## src/rtl/fifo_wr_arbiter.sv

```systemverilog
// Round-robin write arbiter: NREQ valid/ready producers share one FIFO write port in bursts of up to MAX_BURST.
// One idle cycle to arbitrate from IDLE, then zero-bubble handover; fifo_wrfull stalls the granted producer without releasing it.
module fifo_wr_arbiter #(
    parameter int NREQ      = 4,
    parameter int WIDTH     = 8,
    parameter int IDW       = 2,
    parameter int MAX_BURST = 4,
    parameter int BCW       = 4
) (
    input  logic                  clk,
    input  logic                  reset_,
    input  logic [NREQ-1:0]       req_valid,
    input  logic [NREQ*WIDTH-1:0] req_data,
    output logic [NREQ-1:0]       req_ready,
    output logic                  fifo_wren,
    output logic [WIDTH-1:0]      fifo_datain,
    input  logic                  fifo_wrfull,
    output logic                  gnt_active,
    output logic [IDW-1:0]        gnt_id,
    output logic [15:0]           xfer_cnt
);

    typedef enum logic {
        ST_IDLE  = 1'b0,
        ST_GRANT = 1'b1
    } state_t;

    state_t         r_state;
    state_t         w_state_nxt;
    logic [IDW-1:0] r_gnt;
    logic [IDW-1:0] w_gnt_nxt;
    logic [IDW-1:0] r_last;
    logic [IDW-1:0] w_last_nxt;
    logic [BCW-1:0] r_beat;
    logic [BCW-1:0] w_beat_nxt;
    logic [15:0]    r_cnt;
    logic [15:0]    w_cnt_nxt;

    logic           w_any;
    logic           w_cur_vld;
    logic           w_xfer;
    logic           w_last_beat;
    logic           w_release;
    logic [IDW-1:0] w_pick_idle;
    logic [IDW-1:0] w_pick_rel;

    // Scan starts just after base and ends on base itself, so base is the lowest priority.
    function automatic logic [IDW-1:0] rr_pick(input logic [NREQ-1:0] vld,
                                               input logic [IDW-1:0]  base);
        logic [IDW-1:0] sel;
        logic [IDW-1:0] cand;
        logic           found;
        int             pos;
        sel   = base;
        found = 1'b0;
        for (int k = 1; k <= NREQ; k++) begin
            pos  = (int'(base) + k) % NREQ;
            cand = pos[IDW-1:0];
            if (!found && vld[cand]) begin
                sel   = cand;
                found = 1'b1;
            end
        end
        return sel;
    endfunction

    assign w_any       = |req_valid;
    assign w_pick_idle = rr_pick(req_valid, r_last);
    assign w_pick_rel  = rr_pick(req_valid, r_gnt);
    assign w_cur_vld   = req_valid[r_gnt];
    assign w_xfer      = (r_state == ST_GRANT) && w_cur_vld && !fifo_wrfull;
    assign w_last_beat = (r_beat == BCW'(MAX_BURST - 1));
    // A wrfull stall keeps valid high and blocks xfer, so it can never trigger release.
    assign w_release   = (r_state == ST_GRANT) && ((w_xfer && w_last_beat) || !w_cur_vld);

    always_comb begin
        w_state_nxt = r_state;
        w_gnt_nxt   = r_gnt;
        w_last_nxt  = r_last;
        w_beat_nxt  = r_beat;
        w_cnt_nxt   = r_cnt;
        req_ready   = '0;
        fifo_wren   = 1'b0;
        fifo_datain = '0;
        gnt_active  = 1'b0;
        case (r_state)
            ST_IDLE: begin
                if (w_any) begin
                    w_state_nxt = ST_GRANT;
                    w_gnt_nxt   = w_pick_idle;
                    w_last_nxt  = w_pick_idle;
                    w_beat_nxt  = '0;
                end
            end
            ST_GRANT: begin
                gnt_active       = 1'b1;
                fifo_datain      = req_data[r_gnt*WIDTH +: WIDTH];
                req_ready[r_gnt] = !fifo_wrfull;
                fifo_wren        = w_xfer;
                if (w_xfer) begin
                    w_beat_nxt = r_beat + BCW'(1);
                    w_cnt_nxt  = r_cnt + 16'd1;
                end
                if (w_release) begin
                    if (w_any) begin
                        w_gnt_nxt  = w_pick_rel;
                        w_last_nxt = w_pick_rel;
                        w_beat_nxt = '0;
                    end else begin
                        w_state_nxt = ST_IDLE;
                    end
                end
            end
            default: begin
                w_state_nxt = ST_IDLE;
            end
        endcase
    end

    always_ff @(posedge clk or negedge reset_) begin
        if (!reset_) begin
            r_state <= ST_IDLE;
            r_gnt   <= '0;
            r_last  <= IDW'(NREQ - 1);
            r_beat  <= '0;
            r_cnt   <= '0;
        end else begin
            r_state <= w_state_nxt;
            r_gnt   <= w_gnt_nxt;
            r_last  <= w_last_nxt;
            r_beat  <= w_beat_nxt;
            r_cnt   <= w_cnt_nxt;
        end
    end

    assign gnt_id   = r_gnt;
    assign xfer_cnt = r_cnt;

endmodule

```

## config.mk

```make
export PLATFORM = sky130hd
export DESIGN_NAME = fifo_wr_arbiter
export DESIGN_NICKNAME = d
export VERILOG_FILES = /design/src/rtl/fifo_wr_arbiter.sv
export SDC_FILE = /design/constraint.sdc
export NUM_CORES = 1
export LEC_CHECK = 0
export CAP_MARGIN = 40
export CORE_ASPECT_RATIO = 0.75
export CORE_UTILIZATION = 30
export DETAILED_ROUTE_END_ITERATION = 8
export PLACE_DENSITY = 0.58
export SETUP_SLACK_MARGIN = 0.3
export SYNTH_ARGS = -nofsm -noshare
export SYNTH_HDL_FRONTEND = slang
export SYNTH_SLANG_ARGS = --single-unit
```

## constraint.sdc

```tcl
create_clock -name clk -period 3.6 [get_ports clk]
set_clock_uncertainty 0.2 [all_clocks]
set_input_delay 1.08 -clock clk [delete_from_list [all_inputs] [get_ports clk]]
set_output_delay 1.08 -clock clk [all_outputs]
set_load 0.02 [all_outputs]
```

==> results by group <==
GRT
  • Vias in the first global route: 1461
  • Initial antenna violation count: 0
  • Tot GR Track Use: between 10% and 20%
  • Largest net degree at the start of global routing: 26
  • Global route total overflow: 0
  • First-pass GRT wire length: 7210 µm

Power and ir drop
  • VDD IR max: around 0.33 mV
  • Int Power: around 1100 µW
  • Sequential share of power: about a quarter
  • P_sw: a little over 700 µW
  • Leakage Power: approximately 0.0012 µW
  • Sw Share: between 30 and 40%
  • Total power: around 1800 µW
  • Pwr per Cell Area: ~660 mW/mm²
  • Gate power share: 66.3%
  • Clock power frac: under 10%

Yosys
  • Number of library cell types mapped by synthesis: 44
  • Synthesized area per cell: roughly 11 µm²
  • Seq cells post-synth: 25
  • Post-Syn Instances: between 150 and 200
  • Warnings from Yosys: 0
  • Top_reg_cell synth: dfrtp_1
  • Sequential fraction of the synthesis area: about a third
  • Post-synth EDFFs: 0
  • Mapped Area: about 0.0018 mm²
  • Syn Nets: around 220
  • Fraction of registers with async set/reset: 100%

Clock network
  • Num CTS Buffers: 3
  • CTS tree: done
  • Root Buffer: clkbuf_8
  • Latest clock arrival within the worst-skew pair: between 200 and 300 ps
  • Post-CTS Setup Bufs: 0
  • Clock-pin transition on the worst setup and hold timing paths: about 80 ps
  • CTS H-tree lvls: 1
  • Number of clock sinks: 25
  • Hold buffers post-CTS: 0
  • Clock Tree Buf Depth: 2

Floorplanning
  • Row Count: 24
  • Initial Util: 31.4%
  • I/O pins: between 70 and 80
  • Die span in x: between 90 and 100 µm
  • Area of the core: 0.00586 mm²
  • Die area: 0.00645 mm²
  • Die Y: ~70 µm

Route
  • Post-Route WL: between 4000 and 5000 µm
  • WL/cell: between 10 and 15 µm
  • Via Count: around 1.6k
  • DRC violations left: 0
  • Initial DRC count: 74
  • TritonRoute pass-1 iters: 4
  • Post-DRT Antenna Nets: 0
  • Post-DR vias/cell: between 4 and 5

Placed design
  • Gp weighted congestion: between 0.7 and 0.8
  • Number of port buffers: 70
  • Detailed Place HPWL: between 3000 and 4000 µm

Timing
  • Fmax achieved: roughly 0.30 GHz
  • Max-Slew Margin vs Limit: approximately 73%
  • Unrepaired setup endpoints after global routing: false
  • Fin crit period: roughly 3300 ps
  • Least-Margin Pin Slew: about 400 ps
  • # setup viols final: 0
  • Post-route clock period utilization: around 91%
  • Max-slew violations: 0
  • Final Hold Fails: 0
  • Fin Hold WS: ~280 ps

Final layout
  • Nets@finish: between 300 and 400
  • Share of layout cells above drive strength 1: approximately 30%
  • Area Overhead vs Synth: 47.1%
  • Antenna diodes: 0
  • Finished Core Util: a little under half
  • Commonest non-fill, non-tap cells in the layout: 23 x dfrtp_1, 23 x clkdlybuf4s15_1, 20 x clkdlybuf4s50_1, 20 x buf_4, 13 x mux4_2

Hold path
  • Worst hold path type: reg -> reg

Worst setup path
  • Worst-path cell chain: clkdlybuf4s15_1, mux4_2, and2_4, buf_6
  • CP max FO: 1
  • Slowest cell on crit path: mux4_2
  • Crit end category: primary output
  • Critical Path RT: 2320 ps
  • Max incr delay on CP: 460 ps
  • Startpoint types: primary input
  • CP arrival: about 2000 ps
  • WS Path Type: in -> out

Run status
  • Status: finished, final reports clean

Job
  • Max-cap violations: 0
[cells in the mapped netlist, types with 4 or more instances]
cell type | number | area [µm²]
nand3_1 | 6 | 30.0
xnor2_1 | 10 | 87.6
nand2_1 | 7 | 26.3
mux4_2 | 13 | 293
nand4_1 | 5 | 31.3
nand2b_1 | 7 | 43.8
xor2_1 | 5 | 43.8
a21oi_1 | 6 | 30.0
o21ai_0 | 4 | 20.0
dfrtp_1 | 23 | 576
inv_1 | 10 | 37.5
nor2_1 | 12 | 45.0
a31oi_1 | 4 | 25.0
ha_1 | 6 | 75.1
and2_1 | 12 | 75.1
a21o_1 | 4 | 30.0
buf_6 | 4 | 45.0
[logic make-up (layout without fill, tap and decap cells)]
logic type | after synthesis | count (layout) | synth area share, %
AOI/OAI and AO/OA | 27 | 27 | 10.7
xor gates and xnor gates | 15 | 15 | 7.15
adders and majority gates | 6 | 6 | 4.08
buffers and inverters | 18 | 101 | 5.38
DFF | 25 | 25 | 34.2
muxes | 16 | 16 | 17.7
and+or+nand+nor | 66 | 66 | 20.8
[power groups by stage]
stage	registers, µW	clock network (µW)	logic (µW)
finish	439	167	1190
global route	452	185	1290
CTS	438	172	1210
detailed placement	444	0	1150
global placement	443	0	1140
floorplan	487	0	699
[worst max-delay path, delay by kind of cell]
family / cells / cell delay, ps
buffers and inverters: 2 / 290
multiplexers: 1 / 460
AND/OR/NAND/NOR: 1 / 170
[state kept, by name, indices dropped and copies added (netlist names)]
register and flops:
xfer_cnt 16, r_state 1, r_last 2, r_beat 4, gnt_id 2
[stage by stage]
step	cell area [µm²]	setup slack (ps)	instances	TNS, ps
after floorplan	1840	312	173	0
after global placement	2700	-426	330	-3680
after detailed placement	2700	-398	330	-3890
after CTS	2750	215	334	0
after global routing	2700	301	334	0
final	2700	316	334	0
[what timing repair did]
action	4_1_cts	5_1_grt
pin swaps	2	1
gates resized for setup	160	11
setup endpoints to repair	13	4
[worst paths after layout]
check | startpoint | depth (start not counted) | endpoint | slack (ps)
max | req_data[0] | 4 | fifo_datain[0] | 320
min | xfer_cnt[15]$_DFFE_PN0P_ | 1 | xfer_cnt[15]$_DFFE_PN0P_ | 280
max reg2reg | gnt_id[1]$_DFFE_PN0P_ | 8 | gnt_id[1]$_DFFE_PN0P_ | 1070
min reg2reg | xfer_cnt[15]$_DFFE_PN0P_ | 1 | xfer_cnt[15]$_DFFE_PN0P_ | 280
max in group asynchronous | reset_ | 2 | r_last[0]$_DFFE_PN1P_ | 1940
min in group asynchronous | reset_ | 2 | xfer_cnt[8]$_DFFE_PN0P_ | 960
[layout make-up]
class / count / area [µm²]
Fill cell: 565 / 3150
Clock inverter: 1 / 5.00
Inverter: 10 / 37.5
Clock buffer: 3 / 41.3
Tap cell: 78 / 97.6
Timing Repair Buffer: 87 / 761
Sequential cell: 25 / 628
Multi-Input combinational cell: 130 / 1130
[layer usage]
layer	global-route usage [%]	routed length, µm	vias to the layer above
met2	21.7	2030	49
met1	20.6	2190	766
met3	3.07	278	0
li1	-	-	798
met4	2.08	0	0
met5	0	0	-
Note: power is estimated with default switching activity, not from simulation.
==> variant 1 (same flow settings) <==
Register the output `xfer_cnt` once more; this adds one clock of latency there. The other outputs are not delayed to match.
--- a/src/rtl/fifo_wr_arbiter.sv
+++ b/src/rtl/fifo_wr_arbiter.sv
@@ -134,7 +134,9 @@
     end
 
     assign gnt_id   = r_gnt;
-    assign xfer_cnt = r_cnt;
+    always_ff @(posedge clk) begin
+        xfer_cnt <= r_cnt;
+    end
 
 endmodule
 
Check against the original RTL: not equivalent (Yosys sat finds a counterexample within 4 cycles, from zero or initial values and one cycle with reset_ low).
==> variant 1 against the original RTL <==
  * Synthesized area grew 15%
  * Wire length grew 5.3%
  * Design area grew 13%
  * Largest cell class unchanged
  * Final cell count grew 3.3%
  * Total power grew 15%
  * Sequential cell count grew 16
  * Synthesized cell count grew 4.0%
  * Clock power grew 77%
  * Worst setup slack gained 18 ps
  * Largest power group unchanged
==> variant 1: results (changes against the original RTL) <==
* Iteration count of the initial detailed-routing pass at 4 (unchanged)
* Worst R2R End: gnt_id[1]
* Gr usage total at 13.8% (-0.31 points)
* Ranking of synthesized cells by area: dfrtp_1 (27%), dfxtp_1 (15%), mux4_2 (13%)
* Biggest regs: r_cnt (16), xfer_cnt (16), r_beat (4)
* Placed cell areas at 2970 um^2 (+9.7%)
* Initial antenna violation count at 0 (unchanged)
* Vias in the first global route at 1,617 (+11%)
* Via-to-Cell Ratio at 4.84 (+0.17%)
* Worst R2R Path Depth at 8 (unchanged)
* P_sw at 0.759 mW (+6.4%)
* Fraction of the yosys area taken by sequential cells at 45.0% (+11 points)
* Leakage power at 1.32 nW (+9.7%)
* Skew-Pair Late Insertion Delay at 290 ps (+20 ps)
* CTS H-tree depth at 2 (+1)
* Peak supply drop at 0.302 mV (-8.2%)
* Hold path endpoint: xfer_cnt[15]
* # diodes at 0 (unchanged)
* Post-CTS Setup Inserts at 0 (unchanged)
* DP HPWL at 3.56 mm (+2.4%)
* Yosys cell types at 43 (-2.3%)
* Average routed wire per standard cell at 13.7 um (+2.0%)
* Share of layout cells above drive strength 1 at 27.2% (-2.5 points)
* Layout Nets at 305 (+0.99%)
* First-pass GRT wire length at 7.85 mm (+8.9%)
* Top post-synthesis cells by count: dfrtp_1 (23), dfxtp_1 (16), xnor2_1 (14)
* Num CTS Buffers at 5 (+2)
* Mapped Nets at 225 (+3.2%)
* Met1 Resource Use GR at 19.7% (-0.94 points)
* Status: completed
* R2R Path Start: gnt_id[1]
* Ys Warns at 0 (unchanged)
* Worst Tran Pin Value at 409 ps (+4.99 ps)
* Drt initial violations at 64 (-14%)
* Setup WS pre-CTS at -412 ps (-13.5 ps)
* Worst hold stages at 0 (-1)
* Met2 Resource Use GR at 20.7% (-1.1 points)
* Hold Startpoint: r_cnt[15]
* Clk slew on worst S/H paths at 80 ps (about the same)
* Placer's final routability congestion estimate at 0.794 (-0.53%)
* Critical Path AT at a little under 2000 ps
* Port Buffer Count at 70 (unchanged)
* Synth async-reset ratio at 61.0% (-39 points)
* Met3 Track Usage GR at 3.85% (+0.78 points)
* Root buffer cell: clkbuf_8
* Max Root-Sink Buffers at 2 (unchanged)
* Reg2reg setup slack at 1170 ps (+100 ps)
variant 1: cell types whose count changed after synthesis, sizes merged, moves of 3 or more:
cell,unedited run,this run
a21oi,6,2
a32oi,0,3
clkbuf,2,5
dfxtp,0,16
inv,10,6
nand2,7,10
nand2b,7,2
nor2,12,9
o221ai,0,3
xnor2,10,14
variant 1: area by class of cell:
class / count / area [um^2]
clock buffers: 5 / 68.8
clock inverters: 3 / 17.5
fillers: 666 / 3740
inverters: 6 / 22.5
multi-input cells: 122 / 1090
flip-flops and latches: 41 / 948
well taps: 84 / 105
repair buffers: 84 / 800
variant 1: power by group through the flow:
| stage | sequential [mW] | clock (mW) | combinational [mW] |
|---|---|---|---|
| after floorplan | 0.690 | 0 | 0.630 |
| final | 0.641 | 0.295 | 1.13 |
| after detailed placement | 0.649 | 0 | 1.09 |
| after global placement | 0.646 | 0 | 1.08 |
| after CTS | 0.640 | 0.304 | 1.14 |
| after global routing | 0.654 | 0.320 | 1.22 |
variant 1: worst max path at each step:
| stage | startpoint | to | slack [ps] | cells past startpoint |
|---|---|---|---|---|
| after floorplan | req_valid[2] | fifo_wren | 300 | 4 |
| after detailed placement | req_valid[2] | fifo_wren | -410 | 4 |
| after global placement | req_valid[2] | fifo_wren | -430 | 4 |
| after CTS | req_data[18] | fifo_datain[2] | 300 | 4 |
| after global routing | req_data[10] | fifo_datain[2] | 310 | 4 |
| final | req_data[30] | fifo_datain[6] | 330 | 4 |
variant 1: per-layer routing:
layer / wire (um) / vias to the layer above / part of all wire [%]
met1: 2430 / 778 / 51
met4: 38 / 0 / 0.80
met3: 354 / 6 / 7.5
met2: 1920 / 73 / 40
li1: - / 812 / -
met5: 0 / - / 0
variant 1: logic make-up after synthesis:
kind of cell / count (synthesis) / synth area share [%]
buffers and inverters: 17 / 4.10
AOI/OAI and AO/OA: 22 / 8.20
xor gates and xnor gates: 18 / 7.49
muxes: 17 / 15.3
and+or+nand+nor: 59 / 16.3
DFF: 41 / 45.0
adders and majority gates: 6 / 3.56
variant 1: what timing repair did:
action / in CTS / in global routing
pin swaps: 6 / 0
setup endpoints to repair: 13 / 2
resized for setup: 165 / 4
hold buffers: 0 / 0
variant 1: worst max-delay path: stages:
cell and delay, ps:
clkdlybuf4s15_1 170, mux4_2 460, and2_4 150, buf_6 120
variant 1: metrics by stage:
| stage | total power, mW | std cells | hold slack (ps) |
|---|---|---|---|
| detailed placement | 1.74 | 337 | 195 |
| global placement | 1.72 | 337 | 180 |
| CTS | 2.08 | 345 | 215 |
| floorplan | 1.32 | 180 | 166 |
| finish | 2.06 | 345 | 209 |
| global route | 2.19 | 345 | 231 |
==> variant 2 (same settings) <==
Made on the original files. `BCW`: 4 -> 2.
--- a/src/rtl/fifo_wr_arbiter.sv
+++ b/src/rtl/fifo_wr_arbiter.sv
@@ -5,7 +5,7 @@
     parameter int WIDTH     = 8,
     parameter int IDW       = 2,
     parameter int MAX_BURST = 4,
-    parameter int BCW       = 4
+    parameter int BCW       = 2
 ) (
     input  logic                  clk,
     input  logic                  reset_,
Function: same outputs for any inputs over 4 cycles, from zero or initial values and one cycle with reset_ low; that may be too few to reach the edited logic, so the function may still have changed.
==> variant 2 against the original RTL <==
  * Wire length fell by 0.16%
  * Sequential cell count shrank 2
  * Worst hold slack worse by 0.56 ps
  * Worst setup slack better by 18 ps
  * Total power is 8.5% lower
  * Synthesized area is 3.2% lower
  * Synthesized cell count grew 2.9%
  * Design area fell by 1.9%
  * Combinational power down 9%
==> variant 2: results (changes against the original RTL) <==
* # diodes at 0 (unchanged)
* CTS H-tree depth at 1 (unchanged)
* Status: completed
* Port Buffer Count at 70 (unchanged)
* CP max stage cell: mux4_2
* Ranking of synthesized cells by area: dfrtp_1 (30%), mux4_2 (13%), xnor2_1 (5.4%)
* Leakage power at 1.15 nW (-4.5%)
* Iteration count of the initial detailed-routing pass at 4 (unchanged)
* Placer's final routability congestion estimate at 0.770 (-3.5%)
* Critical path's largest stage delay at 440 ps (-20 ps)
* Setup WS pre-CTS at -468 ps (-70.0 ps)
* Critical Path Source: req_data[0]
* Critical path's top delay family: multiplexers
* Vias in the first global route at 1,476 (+1.0%)
* Num CTS Buffers at 3 (unchanged)
* Top post-synthesis cells by count: dfrtp_1 (21), nand2_1 (16), and2_1 (13)
* Max Freq at 306 MHz (+0.57%)
* R2R Path Start: gnt_id[1]
* Skew-Pair Late Insertion Delay at 260 ps
* Layout Nets at 300 (-0.66%)
* Most common flop cell mapped by yosys: dfrtp_1
* Drt initial violations at 28 (-62%)
* Worst R2R End: gnt_id[0]
* Gr usage total at 15.7% (+1.6 points)
* Max FFs per register at 16 (unchanged)
* CP Capture Point: fifo_datain[0]
* Clk slew on worst S/H paths at 70 ps
* Ys Warns at 0 (unchanged)
* Filler instances at 526 (-6.9%)
* First-pass GRT wire length at 7.68 mm (+6.5%)
* Reg2reg setup slack at 1330 ps (+260 ps)
* Max Root-Sink Buffers at 2 (unchanged)
* Initial antenna violation count at 0 (unchanged)
* Fraction of the yosys area taken by sequential cells at 32.5% (-1.7 points)
* Peak supply drop at 0.281 mV (-15%)
* Worst R2R Path Depth at 8 (unchanged)
* DP HPWL at 3.51 mm (+1.1%)
* Largest net degree at the start of global routing at 27 (+3.8%)
* Number of cells produced by synthesis at 178 (+2.9%)
* Synth async-reset ratio at 100% (unchanged)
* Share of layout cells above drive strength 1 at 29.1% (-0.55 points)
* Maximum fanout along the worst path at 1 (unchanged)
* Worst hold path class: reg2reg
* Root buffer cell: clkbuf_8
* Vias post-DR at 1,578 (-2.2%)
* Average routed wire per standard cell at 13.7 um (+1.4%)
* Mapped Nets at 223 (+2.3%)
* Worst Tran Pin Value at 521 ps (+117 ps)
* Placed insts at 323 (-2.1%)
* Yosys cell types at 45 (+2.3%)
* Via-to-Cell Ratio at 4.80 (-0.68%)
* Critical Path AT at between 1500 and 2000 ps
## variant 2: per-stage QoR
step,power (mW),setup TNS [ps],utilization [%],instance area [um^2]
final,1.64,0,48.0,2650
after global routing,1.78,0,48.0,2650
after CTS,1.67,0,48.9,2700
after detailed placement,1.46,-4040,47.4,2620
after global placement,1.46,-3990,47.4,2620
after floorplan,1.07,0,-,1780
## variant 2: logic make-up (layout without fill, tap and decap cells)
| kind of cell | count (synthesis) | after routing | share of synthesized area [%] |
|---|---|---|---|
| AO/OA/AOI/OAI | 23 | 23 | 9.35 |
| XOR/XNOR | 15 | 15 | 7.38 |
| adder cells (fa/ha/maj) | 6 | 6 | 4.22 |
| buffers and inverters | 17 | 93 | 4.57 |
| flip-flops | 23 | 23 | 32.5 |
| multiplexers | 17 | 17 | 17.1 |
| AND/OR/NAND/NOR | 77 | 77 | 24.9 |
## variant 2: how the worst min path moves through the flow
| stage | start | to | slack, ps | depth (start not counted) |
|---|---|---|---|---|
| floorplan | r_beat[0] | r_beat[0] | 270 | 1 |
| global placement | xfer_cnt[15] | xfer_cnt[15] | 260 | 1 |
| detailed placement | xfer_cnt[15] | xfer_cnt[15] | 270 | 1 |
| CTS | xfer_cnt[15] | xfer_cnt[15] | 280 | 1 |
| global route | xfer_cnt[15] | xfer_cnt[15] | 290 | 1 |
| finish | xfer_cnt[15] | xfer_cnt[15] | 280 | 1 |
## variant 2: repair_timing
| item | CTS | global route |
|---|---|---|
| pin swaps | 2 | 1 |
| hold buffers | 0 | 0 |
| gates resized for setup | 145 | 17 |
| setup buffers | 2 | 0 |
| endpoints found under the setup margin | 13 | 7 |
## variant 2: metal layers
metal / vias to the layer above / GRT usage (%) / share of wire [%]
met2: 23 / 23.6 / 45
met4: 0 / 2.38 / 0.36
met1: 762 / 23.5 / 51
li1: 791 / - / -
met5: - / 0 / 0
met3: 2 / 3.07 / 2.9
## variant 2: report_power, final
| group | internal, mW | leakage [nW] | switching (mW) | total [mW] |
|---|---|---|---|---|
| combinational | 0.589 | 0.836 | 0.494 | 1.08 |
| sequential | 0.329 | 0.295 | 0.0788 | 0.408 |
| clock | 0.0787 | 0.0228 | 0.0744 | 0.153 |
| total | 0.997 | 1.15 | 0.647 | 1.64 |
## variant 2: cell type report
type / instances / area [um^2] / share of cell area [%]
flip-flops and latches: 23 / 578 / 21.8
multi-input cells: 138 / 1150 / 43.3
clock buffers: 4 / 45.0 / 1.70
repair buffers: 85 / 773 / 29.2
inverters: 4 / 15.0 / 0.566
well taps: 75 / 93.8 / 3.54
